`src/rtl/io_pad_gpio_pkg.sv`:
```
// Shared types and default constants for the single-pin GPIO pad controller.
package io_pad_gpio_pkg;

  typedef enum logic [1:0] {
    ST_LO  = 2'd0,
    CHK_HI = 2'd1,
    ST_HI  = 2'd2,
    CHK_LO = 2'd3
  } deb_state_e;

  localparam int unsigned DEF_SYNC_STAGES = 2;
  localparam int unsigned DEF_DEB_W       = 8;

  function automatic logic state_is_high(input deb_state_e st);
    return (st == ST_HI) || (st == CHK_LO);
  endfunction

endpackage

```
`src/rtl/io_pad_gpio_sync.sv`:
```
// N-stage flop synchroniser for the asynchronous pad return; resets to 0.
module io_pad_gpio_sync #(
  parameter int unsigned STAGES = 2
) (
  input  logic clk,
  input  logic rst_n,
  input  logic d,
  output logic q
);

  logic [STAGES-1:0] ff_q;
  logic [STAGES-1:0] ff_d;

  always_comb begin
    ff_d = {ff_q[STAGES-2:0], d};
  end

  always_ff @(posedge clk or negedge rst_n) begin
    if (!rst_n) begin
      ff_q <= '0;
    end else begin
      ff_q <= ff_d;
    end
  end

  assign q = ff_q[STAGES-1];

endmodule

```
`src/rtl/io_pad_gpio_ctrl.sv`:
```
// Core-side controller for one bidirectional GPIO pad: registered drive path,
// synchronised/debounced input with edge pulses and sticky irq.
// Optional open-drain mode enabled by defining IO_PAD_GPIO_OPEN_DRAIN_EN.
module io_pad_gpio_ctrl
  import io_pad_gpio_pkg::*;
#(
  parameter int unsigned SYNC_STAGES = DEF_SYNC_STAGES,
  parameter int unsigned DEB_W       = DEF_DEB_W,
  parameter logic        RESET_OUT   = 1'b0
) (
  input  logic             clk,
  input  logic             rst_n,
  input  logic             p2c,
  output logic             c2p,
  output logic             c2p_en,
  input  logic             dout,
  input  logic             oe,
`ifdef IO_PAD_GPIO_OPEN_DRAIN_EN
  input  logic             od,
`endif
  input  logic [DEB_W-1:0] deb_cycles,
  output logic             din,
  output logic             din_rise,
  output logic             din_fall,
  input  logic             irq_en_rise,
  input  logic             irq_en_fall,
  input  logic             irq_clr,
  output logic             irq
);

  localparam logic [DEB_W-1:0] CNT_ONE = 1;

  logic       c2p_q, c2p_d;
  logic       c2p_en_q, c2p_en_d;
  logic       s;
  deb_state_e state_q, state_d;
  logic [DEB_W-1:0] cnt_q, cnt_d;
  logic       rise_q, rise_d;
  logic       fall_q, fall_d;
  logic       irq_q, irq_d;
  logic       din_cur, din_next;

  always_comb begin
`ifdef IO_PAD_GPIO_OPEN_DRAIN_EN
    // Open-drain: never drive high, release the pad to signal a 1.
    c2p_d    = od ? 1'b0 : dout;
    c2p_en_d = od ? (oe & ~dout) : oe;
`else
    c2p_d    = dout;
    c2p_en_d = oe;
`endif
  end

  io_pad_gpio_sync #(
    .STAGES(SYNC_STAGES)
  ) u_sync (
    .clk  (clk),
    .rst_n(rst_n),
    .d    (p2c),
    .q    (s)
  );

  always_comb begin
    state_d = state_q;
    cnt_d   = cnt_q;
    case (state_q)
      ST_LO: begin
        if (s) begin
          if (deb_cycles == '0) begin
            state_d = ST_HI;
          end else begin
            state_d = CHK_HI;
            cnt_d   = CNT_ONE;
          end
        end
      end
      CHK_HI: begin
        if (!s) begin
          state_d = ST_LO;
          cnt_d   = '0;
        end else if (cnt_q >= deb_cycles) begin
          state_d = ST_HI;
          cnt_d   = '0;
        end else if (cnt_q != '1) begin
          cnt_d = cnt_q + CNT_ONE;
        end
      end
      ST_HI: begin
        if (!s) begin
          if (deb_cycles == '0) begin
            state_d = ST_LO;
          end else begin
            state_d = CHK_LO;
            cnt_d   = CNT_ONE;
          end
        end
      end
      CHK_LO: begin
        if (s) begin
          state_d = ST_HI;
          cnt_d   = '0;
        end else if (cnt_q >= deb_cycles) begin
          state_d = ST_LO;
          cnt_d   = '0;
        end else if (cnt_q != '1) begin
          cnt_d = cnt_q + CNT_ONE;
        end
      end
      default: begin
        state_d = ST_LO;
        cnt_d   = '0;
      end
    endcase

    // Pulses are registered alongside the state so they coincide with din.
    din_cur  = state_is_high(state_q);
    din_next = state_is_high(state_d);
    rise_d   = din_next & ~din_cur;
    fall_d   = ~din_next & din_cur;

    if ((rise_q & irq_en_rise) | (fall_q & irq_en_fall)) begin
      irq_d = 1'b1;
    end else if (irq_clr) begin
      irq_d = 1'b0;
    end else begin
      irq_d = irq_q;
    end
  end

  always_ff @(posedge clk or negedge rst_n) begin
    if (!rst_n) begin
      c2p_q    <= RESET_OUT;
      c2p_en_q <= 1'b0;
      state_q  <= ST_LO;
      cnt_q    <= '0;
      rise_q   <= 1'b0;
      fall_q   <= 1'b0;
      irq_q    <= 1'b0;
    end else begin
      c2p_q    <= c2p_d;
      c2p_en_q <= c2p_en_d;
      state_q  <= state_d;
      cnt_q    <= cnt_d;
      rise_q   <= rise_d;
      fall_q   <= fall_d;
      irq_q    <= irq_d;
    end
  end

  assign c2p      = c2p_q;
  assign c2p_en   = c2p_en_q;
  assign din      = din_cur;
  assign din_rise = rise_q;
  assign din_fall = fall_q;
  assign irq      = irq_q;

endmodule

```
`config.mk`:
```
export PLATFORM = sky130hd
export DESIGN_NAME = io_pad_gpio_ctrl
export DESIGN_NICKNAME = d
export VERILOG_FILES = /design/src/rtl/io_pad_gpio_pkg.sv /design/src/rtl/io_pad_gpio_sync.sv /design/src/rtl/io_pad_gpio_ctrl.sv
export SDC_FILE = /design/constraint.sdc
export NUM_CORES = 1
export LEC_CHECK = 0
export BUFFER_PORTS_ARGS = -buffer_cell sky130_fd_sc_hd__clkbuf_2
export CAP_MARGIN = 40
export CORE_MARGIN = 4
export CORE_UTILIZATION = 40
export DETAILED_ROUTE_END_ITERATION = 8
export GPL_TIMING_DRIVEN = 0
export SLEW_MARGIN = 20
export SYNTH_ARGS = -nofsm -noshare
export SYNTH_HDL_FRONTEND = slang
export SYNTH_HIERARCHICAL = 1
export SYNTH_SLANG_ARGS = --single-unit
```
`constraint.sdc`:
```
create_clock -name clk -period 3.75 [get_ports clk]
set_input_delay 0.1875 -clock clk [delete_from_list [all_inputs] [get_ports clk]]
set_output_delay 0.1875 -clock clk [all_outputs]
set_load 0.01 [all_outputs]
```
==> impl_metrics.csv <==
group,metric,value,unit
synthesis,yosys-top-cells-area,"dfrtp_1 (40%), ha_1 (10%), inv_1 (4.2%)",
synthesis,synth_common_cells,"dfrtp_1 (17), inv_1 (12), ha_1 (9), a31oi_1 (7)",
synthesis,syn_nets,131,
global_routing,met1_usage,0.1909,
setup_path,cp_max_fo,6,
synthesis,yosysMostFrequentCell,"dfrtp_1",
timing,timing_max_transition_violations_final,0,
finish,drive_gt1_frac,0.2593,
floorplanning,die_area,3577,µm²
drt,routed_via_density,5.655,
pwr,pwr-share-comb,0.421,
synthesis,synth-edff-count,0,
global_routing,grt_pass1_wl,4.015,mm
placement,place_area,1216,µm²
synthesis,syn_area_per_cell,10.13,µm²
hold_path,min_from,"irq_clr",
setup_path,crit_slowest_cell,"dfrtp_1",
timing,period_minus_slack,1952,ps
synthesis,postSynth.asyncResetShare,1.000,
synthesis,yosysSeqAreaShare,0.3963,
timing,fin_tns_setup,0,ps
pwr,swShare,0.3755,
global_routing,overflow,0,
synthesis,synth-seq-cells,17,
global_routing,top_usage_layer,"met2",
placement,finalWeightedCongestion,0.7907,
clock_network,clkTransAtPathRegs,110,ps
finish,areaGrowthSynthToFinish,19.81,%
pwr,power,0.6116,mW
drt,wl,2.301,mm
pwr,p_switching,0.2297,mW
global_routing,grt_use_met3,0.03888,
drt,ant_nets,0,
drt,drtIter0Drc,27,
clock_network,postCtsSetupBuffers,0,
setup_path,critPathCaptureType,"register",
pwr,p_int,0.3820,mW
setup_path,critPathArrivalTime,2150,ps
drt,first_pass_iters,4,
floorplanning,die_w,59.81,µm
clock_network,cts.htree.levels,1,
pwr,leakage,0.6142,nW
clock_network,clkSinkCount,17,
clock_network,cts_buffers,3,
finish,design_area,1286,µm²
job,max-cap-violations,0,
synthesis,syn_area,1074,µm²
synthesis,synth-main-ff-cell,"dfrtp_1",
setup_path,criticalPathCategory,"register to register",
timing,fmax,0.5122,GHz
floorplanning,die_height,59.81,µm
floorplanning,pin_count,22,
setup_path,setup.worst_path.start,"cnt_q[5]",
pwr,clockPowerShare,0.171,
global_routing,grt_usage,0.1496,
synthesis,syn_inst,106,
synthesis,synth_top_cell_area_share,0.3963,
global_routing,grt_start_max_net_pins,18,
timing,fin_crit_sh,0.5206,
setup_path,timing.rr.start,"cnt_q[5]",
timing,maxSlewHeadroom,0.6958,
setup_path,max_stage_delay,460,ps
setup_path,worst-path-buf-inv,0,
timing,worstMarginPinSlew,456.3,ps
clock_network,cts-resized-gates,0,
floorplanning,coreArea,2522,µm²
clock_network,clk_latency,300,ps
finish,final_cells,165,
global_routing,antenna_found_initial,0,
synthesis,yosys.area.top_type,"dfrtp_1",
synthesis,synth_warnings,6,
drt,vias,933,
setup_path,critPathLaunchType,"register",
timing,hold_viol,0,
pwr,seq_power_share,0.408,
clock_network,root_buffer,"clkbuf_4",
synthesis,synthDistinctLibCells,39,
timing,rsz0062_at_grt,"false",
setup_path,cp_top_family,"compound AO/OA/AOI/OAI gates",
global_routing,gr-usage-met2,0.2454,
floorplanning,initial_core_util,0.4256,
pwr,power.density,475.5,nW/µm²
drt,wire_per_inst,13.95,µm
timing,finClkSkew,1.987,ps
setup_path,cp.required,3940,ps
pwr,peakVddDrop,0.0003420,V
clock_network,cts_tree,"yes",
setup_path,worstPathCellList,"ha_1, nand4_1, a221o_1, a21o_1, mux2_1",
finish,nNetsFinal,161,
placement,io_buffers,21,
global_routing,grt_pass1_vias,871,
floorplanning,num_rows,18,
placement,dp_cells,157,
placement,detailed_place_hpwl,1.707,mm
timing,setup_viol_count_final,0,
outcome,status,"finished clean",
drt,drc,0,
finish,num_antenna_cells,0,
clock_network,clockBufferDepth,2,
hold_path,hold_class,"input pin to register",
[worst register-to-register path, cell delays in order (launching register included)]
cell	delay, ps
dfrtp_1	460
ha_1	330
nand4_1	110
a221o_1	390
a21o_1	250
mux2_1	310
[cell families after synthesis]
kind of cell / share of synthesized area
AND/OR/NAND/NOR: 0.2028
AO/OA/AOI/OAI: 0.1993
flip-flops: 0.3963
buffers and inverters: 0.06177
adder cells (fa/ha/maj): 0.1049
multiplexers: 0.01981
XOR/XNOR: 0.01516
[power groups by stage]
stage	Combinational, mW	Clock (mW)	Sequential [mW]
after CTS	0.260	0.110	0.250
after global routing	0.288	0.119	0.255
after global placement	0.252	0	0.253
final	0.258	0.105	0.249
after detailed placement	0.257	0	0.253
after floorplan	0.191	0	0.250
[routing by layer]
layer  wire length, µm  up-vias
li1                  -      450
met3               102        6
met2              1143       25
met1              1022      452
met5                 0        -
met4                33        0
[layout by cell type (no fill, tap or decap), drive strengths merged, types with 4 or more instances in the layout]
cell,count
o21ai,4
dfrtp,17
nand2,6
inv,12
a21oi,5
clkbuf,24
nor2,6
a31oi,7
ha,9
dlygate4sd3,4
[through the flow]
| step | setup WS [ps] | utilization | hold slack [ps] |
|---|---|---|---|
| 2_1_floorplan | 1961 | - | -108.1 |
| 3_3_place_gp | 1816 | 0.4821 | 140.7 |
| 3_5_place_dp | 1806 | 0.4821 | 154.5 |
| 4_1_cts | 1790 | 0.5099 | 50.98 |
| 5_1_grt | 1621 | 0.5099 | 40.02 |
| 6_report | 1798 | 0.5099 | 59.20 |
[area by class of cell]
type	count	area, µm²
repair buffers	25	145.1
clock buffers	3	22.52
well taps	30	37.54
clock inverters	1	7.507
multi-input cells	74	581.8
inverters	12	45.04
fillers	233	1236
flip-flops and latches	17	425.4
plain buffers	3	21.27
[final timing paths]
check / to / slack (ps) / cells after the start
worst max-delay path: state_q[1] / 1800 / 5
worst min-delay path: irq / 60 / 2
worst max register to register: state_q[1] / 1800 / 5
worst min register to register: u_sync/ff_q[1] / 360 / 0
max in group asynchronous: din_fall / 3120 / 2
min in group asynchronous: cnt_q[0] / 340 / 2
[repair_timing]
action	in CTS	in global routing
hold endpoints to repair	20	0
hold buffers	4	0
setup endpoints to repair	0	0
[state kept, by name, indices dropped and copies added, names as in the netlist]
register / cells
state_q: 2
c2p_en: 1
u_sync/ff_q: 2
cnt_q: 8
c2p: 1
din_rise: 1
irq: 1
din_fall: 1
No activity file was read; power rests on OpenSTA's default activity.
